### config.mk
export PLATFORM = sky130hd
export DESIGN_NAME = logic_gate_panel_flat
export DESIGN_NICKNAME = d
export VERILOG_FILES = /design/src/rtl/logic_gate_panel_pkg.sv /design/src/rtl/logic_gate_panel_if.sv /design/src/rtl/logic_gate_panel_switch_debounce.sv /design/src/rtl/logic_gate_panel.sv /design/src/flat_wrapper.sv
export SDC_FILE = /design/constraint.sdc
export NUM_CORES = 1
export LEC_CHECK = 0
export CAP_MARGIN = 5
export CORE_AREA = 5 5 42 44
export DETAILED_ROUTE_END_ITERATION = 6
export DIE_AREA = 0 0 47 49
export DONT_BUFFER_PORTS = 1
export GPL_ROUTABILITY_DRIVEN = 0
export GPL_TIMING_DRIVEN = 0
export SLEW_MARGIN = 25
export SYNTH_ARGS = -nofsm -noshare
export SYNTH_HDL_FRONTEND = slang
export SYNTH_SLANG_ARGS = --single-unit
### constraint.sdc
create_clock -name clk -period 1.25 [get_ports clk]
set_clock_uncertainty 0.15 [all_clocks]
set_input_delay 0.1875 -clock clk [delete_from_list [all_inputs] [get_ports clk]]
set_output_delay 0.1875 -clock clk [all_outputs]
set_load 0.02 [all_outputs]
### src/rtl/logic_gate_panel_pkg.sv
// logic_gate_panel_pkg: LED bit positions, default debounce length and the gate map.
package logic_gate_panel_pkg;
   localparam int LED_AND = 0;
   localparam int LED_OR  = 1;
   localparam int LED_XOR = 2;
   localparam int LED_NOR = 3;
   localparam int DEFAULT_DEBOUNCE_CYCLES = 4;
   function automatic logic [3:0] gates(input logic a, input logic b);
      logic [3:0] g;
      g          = '0;
      g[LED_AND] = a & b;
      g[LED_OR]  = a | b;
      g[LED_XOR] = a ^ b;
      g[LED_NOR] = ~(a | b);
      return g;
   endfunction
endpackage

### src/rtl/logic_gate_panel_if.sv
// logic_gate_panel_if: switch pins in, LED pins out.
interface logic_gate_panel_if;
   logic [1:0] switch;
   logic [3:0] led;
   modport master (output switch, input led);
   modport slave  (input switch, output led);
endinterface

### src/rtl/logic_gate_panel_switch_debounce.sv
// switch_debounce: 2-flop synchronizer followed by a level debouncer for one switch bit.
module switch_debounce
   import logic_gate_panel_pkg::*;
#(
   parameter int DEBOUNCE_CYCLES = DEFAULT_DEBOUNCE_CYCLES,
   parameter int CNT_W = $clog2(DEBOUNCE_CYCLES + 1)
) (
   input  logic clk,
   input  logic rst_n,
   input  logic din,
   output logic dout
);
   logic s1, s2;
   logic [CNT_W-1:0] cnt;
   // Any cycle where the synchronized level matches the accepted one restarts the count.
   always_ff @(posedge clk or negedge rst_n) begin
      if (!rst_n) begin
         s1   <= 1'b0;
         s2   <= 1'b0;
         dout <= 1'b0;
         cnt  <= '0;
      end else begin
         s1 <= din;
         s2 <= s1;
         if (s2 == dout) begin
            cnt <= '0;
         end else if (cnt == CNT_W'(DEBOUNCE_CYCLES - 1)) begin
            dout <= s2;
            cnt  <= '0;
         end else begin
            cnt <= cnt + 1'b1;
         end
      end
   end
endmodule

### src/rtl/logic_gate_panel.sv
// logic_gate_panel: two debounced switches drive four registered LEDs, one 2-input gate each.
module logic_gate_panel
   import logic_gate_panel_pkg::*;
#(
   parameter int DEBOUNCE_CYCLES = DEFAULT_DEBOUNCE_CYCLES,
   parameter int CNT_W = $clog2(DEBOUNCE_CYCLES + 1)
) (
   input logic clk,
   input logic rst_n,
   logic_gate_panel_if.slave bus
);
   logic [1:0] db;
   for (genvar i = 0; i < 2; i++) begin : g_db
      switch_debounce #(
         .DEBOUNCE_CYCLES(DEBOUNCE_CYCLES),
         .CNT_W(CNT_W)
      ) u_db (
         .clk(clk),
         .rst_n(rst_n),
         .din(bus.switch[i]),
         .dout(db[i])
      );
   end
   always_ff @(posedge clk or negedge rst_n) begin
      if (!rst_n) bus.led <= '0;
      else bus.led <= gates(db[0], db[1]);
   end
endmodule

### src/flat_wrapper.sv
// flat-port wrapper written by rule: the top's interface ports become plain ports
module logic_gate_panel_flat import logic_gate_panel_pkg::*;
#(
   parameter int DEBOUNCE_CYCLES = DEFAULT_DEBOUNCE_CYCLES,
   parameter int CNT_W = $clog2(DEBOUNCE_CYCLES + 1)
)
  (clk, rst_n, bus_switch, bus_led);
  logic_gate_panel_if bus_i ();
  input logic clk;
  input logic rst_n;
  input wire logic [$bits(bus_i.switch)-1:0] bus_switch;
  output wire logic [$bits(bus_i.led)-1:0] bus_led;
  assign bus_i.switch = bus_switch;
  assign bus_led = bus_i.led;
  logic_gate_panel #(.DEBOUNCE_CYCLES(DEBOUNCE_CYCLES), .CNT_W(CNT_W)) u_core (.clk(clk), .rst_n(rst_n), .bus(bus_i));
endmodule
Word level (Yosys, flattened, before mapping)
Index checks and enable logic that the tools add are counted.

operators by class
  order comparisons = 0
  equality and inequality tests = 4
  bitwise logic cells = 6
  divide/modulo/power cells = 0
  multiply operators = 0
  shift operators = 0
  reduce and logical (&&, ||, !) cells = 2
  muxes and demuxes = 4
  add/sub/neg operators = 2

operator list
  cell                   number
  $mux W3                4
  $add A3 B1 Y3 const B  2
  $eq A3 B2 Y1 const B   2
  $reduce_and A2 Y1      2
  $not A1 Y1             3
  $eq A1 B1 Y1           2
  $and A1 B1 Y1          1
  $or A1 B1 Y1           1
  $xor A1 B1 Y1          1

storage, ports and cells
  memories = 0
  memory bits (read-only) = 0
  bits in latches = 0
  input bits = 4
  output and inout port bits = 4
  RAM bits = 0
  bits in registers = 16

Longest topological paths before layout
  word-level depth = 3
  mapped depth = 3
  mapped depth without buffers = 3

By module
A second synthesis with hierarchy kept.

second synthesis, totals
  cell total of the unflattened synthesis = 36
  area, all modules = 581.8 um2

by module, submodules not included
  module            area each (um2)  times used  cells each  sequential area each (um2)
  switch_debounce   216.5            2           13          150.1
  logic_gate_panel  148.9            1           10          100.1

Worst setup path before layout
OpenSTA, ideal clock, no wires.

  kind = reg2reg
  start point = register u_core.g_db[1].u_db.cnt[0]
  end point = register u_core.g_db[1].u_db.dout
  data arrival time = 0.965 ns
  stages on the path, launching flop included = 4
  slack = 0.010 ns
  clock period less this slack = 1.240 ns
  data required time = 0.975 ns
  path through = dfrtp_1 -> ha_1 -> nor2b_4 -> mux2_2

on the way
  word-level cells in the longest chain between the ends = 2

ends and longest elaborated chain
  element                             RTL line                                text
  start, declared                     logic_gate_panel_switch_debounce.sv:14  logic [CNT_W-1:0] cnt;
  start signal, assigned              logic_gate_panel_switch_debounce.sv:31  cnt <= cnt + 1'b1;
  $eq A3 B2 Y1                        logic_gate_panel_switch_debounce.sv:27  end else if (cnt == CNT_W'(DEBOUNCE_CYCLES - 1)) begin
  $reduce_and A2 Y1 (no source line)  --
  end signal, assigned                logic_gate_panel_switch_debounce.sv:20  dout <= 1'b0;
  end signal, assigned                logic_gate_panel_switch_debounce.sv:28  dout <= s2;
  end, declared                       logic_gate_panel_switch_debounce.sv:11  output logic dout

Every way passes these cells.
A chain may end at the register's enable or synchronous reset.

Final worst setup path
Same ends and word-level chain as after synthesis.

==> flow_metrics.env <==
export IMPL_overflow=0
export IMPL_die_area_sq_um=2300
export IMPL_final_core_util_pct=50.5
export IMPL_drive_above_1_share_pct=36.2
export IMPL_ctsLongestPathBuffers=2
export IMPL_yosysUniqueCellTypes=10
export IMPL_grt_pass1_wl_um=1460
export IMPL_die_h_um=49
export IMPL_via_count=296
export IMPL_p_leak_nw=0.338
export IMPL_fp_dieW_um=47
export IMPL_fin_area_sq_um=708
export IMPL_drc=0
export IMPL_grt_pass1_vias=351
export IMPL_num_rows=14
export IMPL_clk_latency_ns=0.28
export IMPL_worstMarginPinSlew_ns=0.674
export IMPL_syn_num_nets=43
export IMPL_path_max_fanout=2
export IMPL_synth_top_area_cell="dfrtp_1"
export IMPL_timing_fmax_ghz=0.783
export IMPL_post_dp_cell_area_sq_um=593
export IMPL_setup_ws_ns=-0.0278
export IMPL_cp_arrival_ns=1.30
export IMPL_synth_mux_area_share_pct=3.93
export IMPL_core_area_sq_um=1400
export IMPL_startpoint_type="flip-flop"
export IMPL_synth_area_sq_um=573
export IMPL_cts_clk_slew_worst_paths_ns=0.08
export IMPL_syn_area_per_cell_sq_um=16.4
export IMPL_syn_inst=35
export IMPL_setup_viol=2
export IMPL_cp_required_ns=1.27
export IMPL_totalWireLength_um=865
export IMPL_synth_seq_cells=16
export IMPL_antenna_cells=0
export IMPL_synth_xor_area_share_pct=3.06
export IMPL_start_util_pct=40.9
export IMPL_drt_iter0_markers=2
export IMPL_numPortBuffers=0
export IMPL_mostFrequentLayoutCell="dfrtp_1"
export IMPL_hold_viol=0
export IMPL_track_usage_pct=9.88
export IMPL_place_hpwl_um=608
export IMPL_layout_nets=57
export IMPL_rsz0062_at_grt="true"
export IMPL_synth_simple_gate_area_share_pct=12.4
export IMPL_synth_compound_area_share_pct=0
export IMPL_synthTopCellsByArea="dfrtp_1 70%, ha_1 8.7%, nor2b_4 4.8%"
export IMPL_violations="setup timing"
export IMPL_final_cell_mix="16 x dfrtp_1, 6 x buf_4, 3 x inv_1, 3 x clkbuf_4, 3 x dlygate4sd3_1"
export IMPL_drv_slew=0
export IMPL_synthToLayoutAreaGrowth_pct=23.6
export IMPL_ioPinCount=8
export IMPL_worst_ir_drop_vdd_mv=1.10
export IMPL_crit_type="reg2reg"
export IMPL_ctsRootBufferMaster="clkbuf_4"
export IMPL_firstDrtPassIters=2
export IMPL_grt_max_degree=17
export IMPL_synth_adder_area_share_pct=8.73
export IMPL_hold_path_class="reg2reg"
export IMPL_via_per_inst=4.70
export IMPL_critPathCaptureType="flip-flop"
export IMPL_yosys_warnings=0
export IMPL_yosys_area_top_type_share_pct=69.9
export IMPL_ys_seq_area_share_pct=69.9
export IMPL_maxCapViolations=0
export IMPL_synth_top_family_by_area="simple AND/OR/NAND/NOR gates"
export IMPL_ant_nets=0
export IMPL_fin_crit_sh_pct=102
export IMPL_layout_min_cycle_time_ns=1.28
export IMPL_cts_tree="built"
export IMPL_status="finished, violations left"
export IMPL_cts_buffers=3
export IMPL_clock_sinks=16
export IMPL_h_tree_depth=1
export IMPL_wire_per_inst_um=13.7
export IMPL_antenna_found_initial=0
export IMPL_worst_slew_margin_rel_pct=54.9
export IMPL_pwr_density_cell_nw_per_um2=2110
power by group:
| part | switching (W) | internal, W | leakage (nW) |
|---|---|---|---|
| sequential | 0.000177 | 0.000672 | 0.198 |
| combinational | 0.000153 | 0.000238 | 0.126 |
| clock | 0.000146 | 0.000112 | 0.0138 |
| total | 0.000476 | 0.00102 | 0.338 |
cell families (layout without fill, tap and decap cells):
kind of cell               Yosys count  in the layout
DFF                                 16             16
and+or+nand+nor                      8              8
adders and majority gates            4              4
buffers and inverters                3             15
xor gates and xnor gates             2              2
muxes                                2              2
timing repair:
item	4_1_cts	5_1_grt
pin swaps	2	1
hold buffers	3	0
hold endpoints to repair	18	0
buffers inserted	5	1
gates resized for setup	4	1
setup endpoints to repair	2	4
area by class of cell:
type	count	area, sq um
Fill cell	128	693
Sequential cell	16	400
Multi-Input combinational cell	16	179
Timing Repair Buffer	9	75.1
Clock buffer	3	22.5
Tap cell	16	20.0
Inverter	3	11.3
synthesized netlist by cell type:
library cell and number:
xnor2_1 2, inv_1 3, nor3b_2 1, mux2_2 2, nor3b_1 2, nor2b_1 1, nor3_1 2, dfrtp_1 16
ha_1 4, nor2b_4 2
metrics by stage:
stage | setup WS [ns] | instances | total power, W | setup TNS (ns) | hold slack, ns
2_1_floorplan | 0.0103 | 35 | 0.00105 | 0 | -0.258
3_3_place_gp | -0.0254 | 51 | 0.00110 | -0.0254 | -0.258
3_5_place_dp | -0.0429 | 51 | 0.00114 | -0.0787 | -0.258
4_1_cts | 0.00120 | 62 | 0.00150 | 0 | 0.207
5_1_grt | -0.0554 | 63 | 0.00161 | -0.137 | 0.225
6_report | -0.0278 | 63 | 0.00150 | -0.0325 | 0.205
worst max-delay path: stages, from the launching register on:
cell and delay (ns):
dfrtp_1 0.36, ha_2 0.19, nor2b_4 0.16, mux2_4 0.30
worst paths after layout:
kind	end	start	slack, ns	cells past startpoint
setup / recovery	u_core.g_db[1].u_db.dout	u_core.g_db[1].u_db.cnt[0]	-0.03	3
hold / removal	u_core.g_db[1].u_db.s2	u_core.g_db[1].u_db.s1	0.20	0
setup reg to reg	u_core.g_db[1].u_db.dout	u_core.g_db[1].u_db.cnt[0]	-0.03	3
hold reg to reg	u_core.g_db[1].u_db.s2	u_core.g_db[1].u_db.s1	0.20	0
max in group asynchronous	u_core.bus.led[0]	rst_n	0.29	1
min in group asynchronous	u_core.g_db[0].u_db.s2	rst_n	0.23	1
flip-flops by register name, indices dropped and copies added (netlist names):
name / flops
u_core.bus.led: 4
u_core.g_db.u_db.cnt: 6
u_core.g_db.u_db.s1: 2
u_core.g_db.u_db.s2: 2
u_core.g_db.u_db.dout: 2
routing by layer:
layer  track usage, %  share of wire [%]  wire length (um)  vias up
met5                0                  0                 0        -
met4             11.1                4.9                42        0
met3             2.95                5.7                49        4
met2             13.8                 51               438        8
met1             10.4                 39               335      147
li1                 -                  -                 -      137
Note: power is estimated with default switching activity, not from simulation.
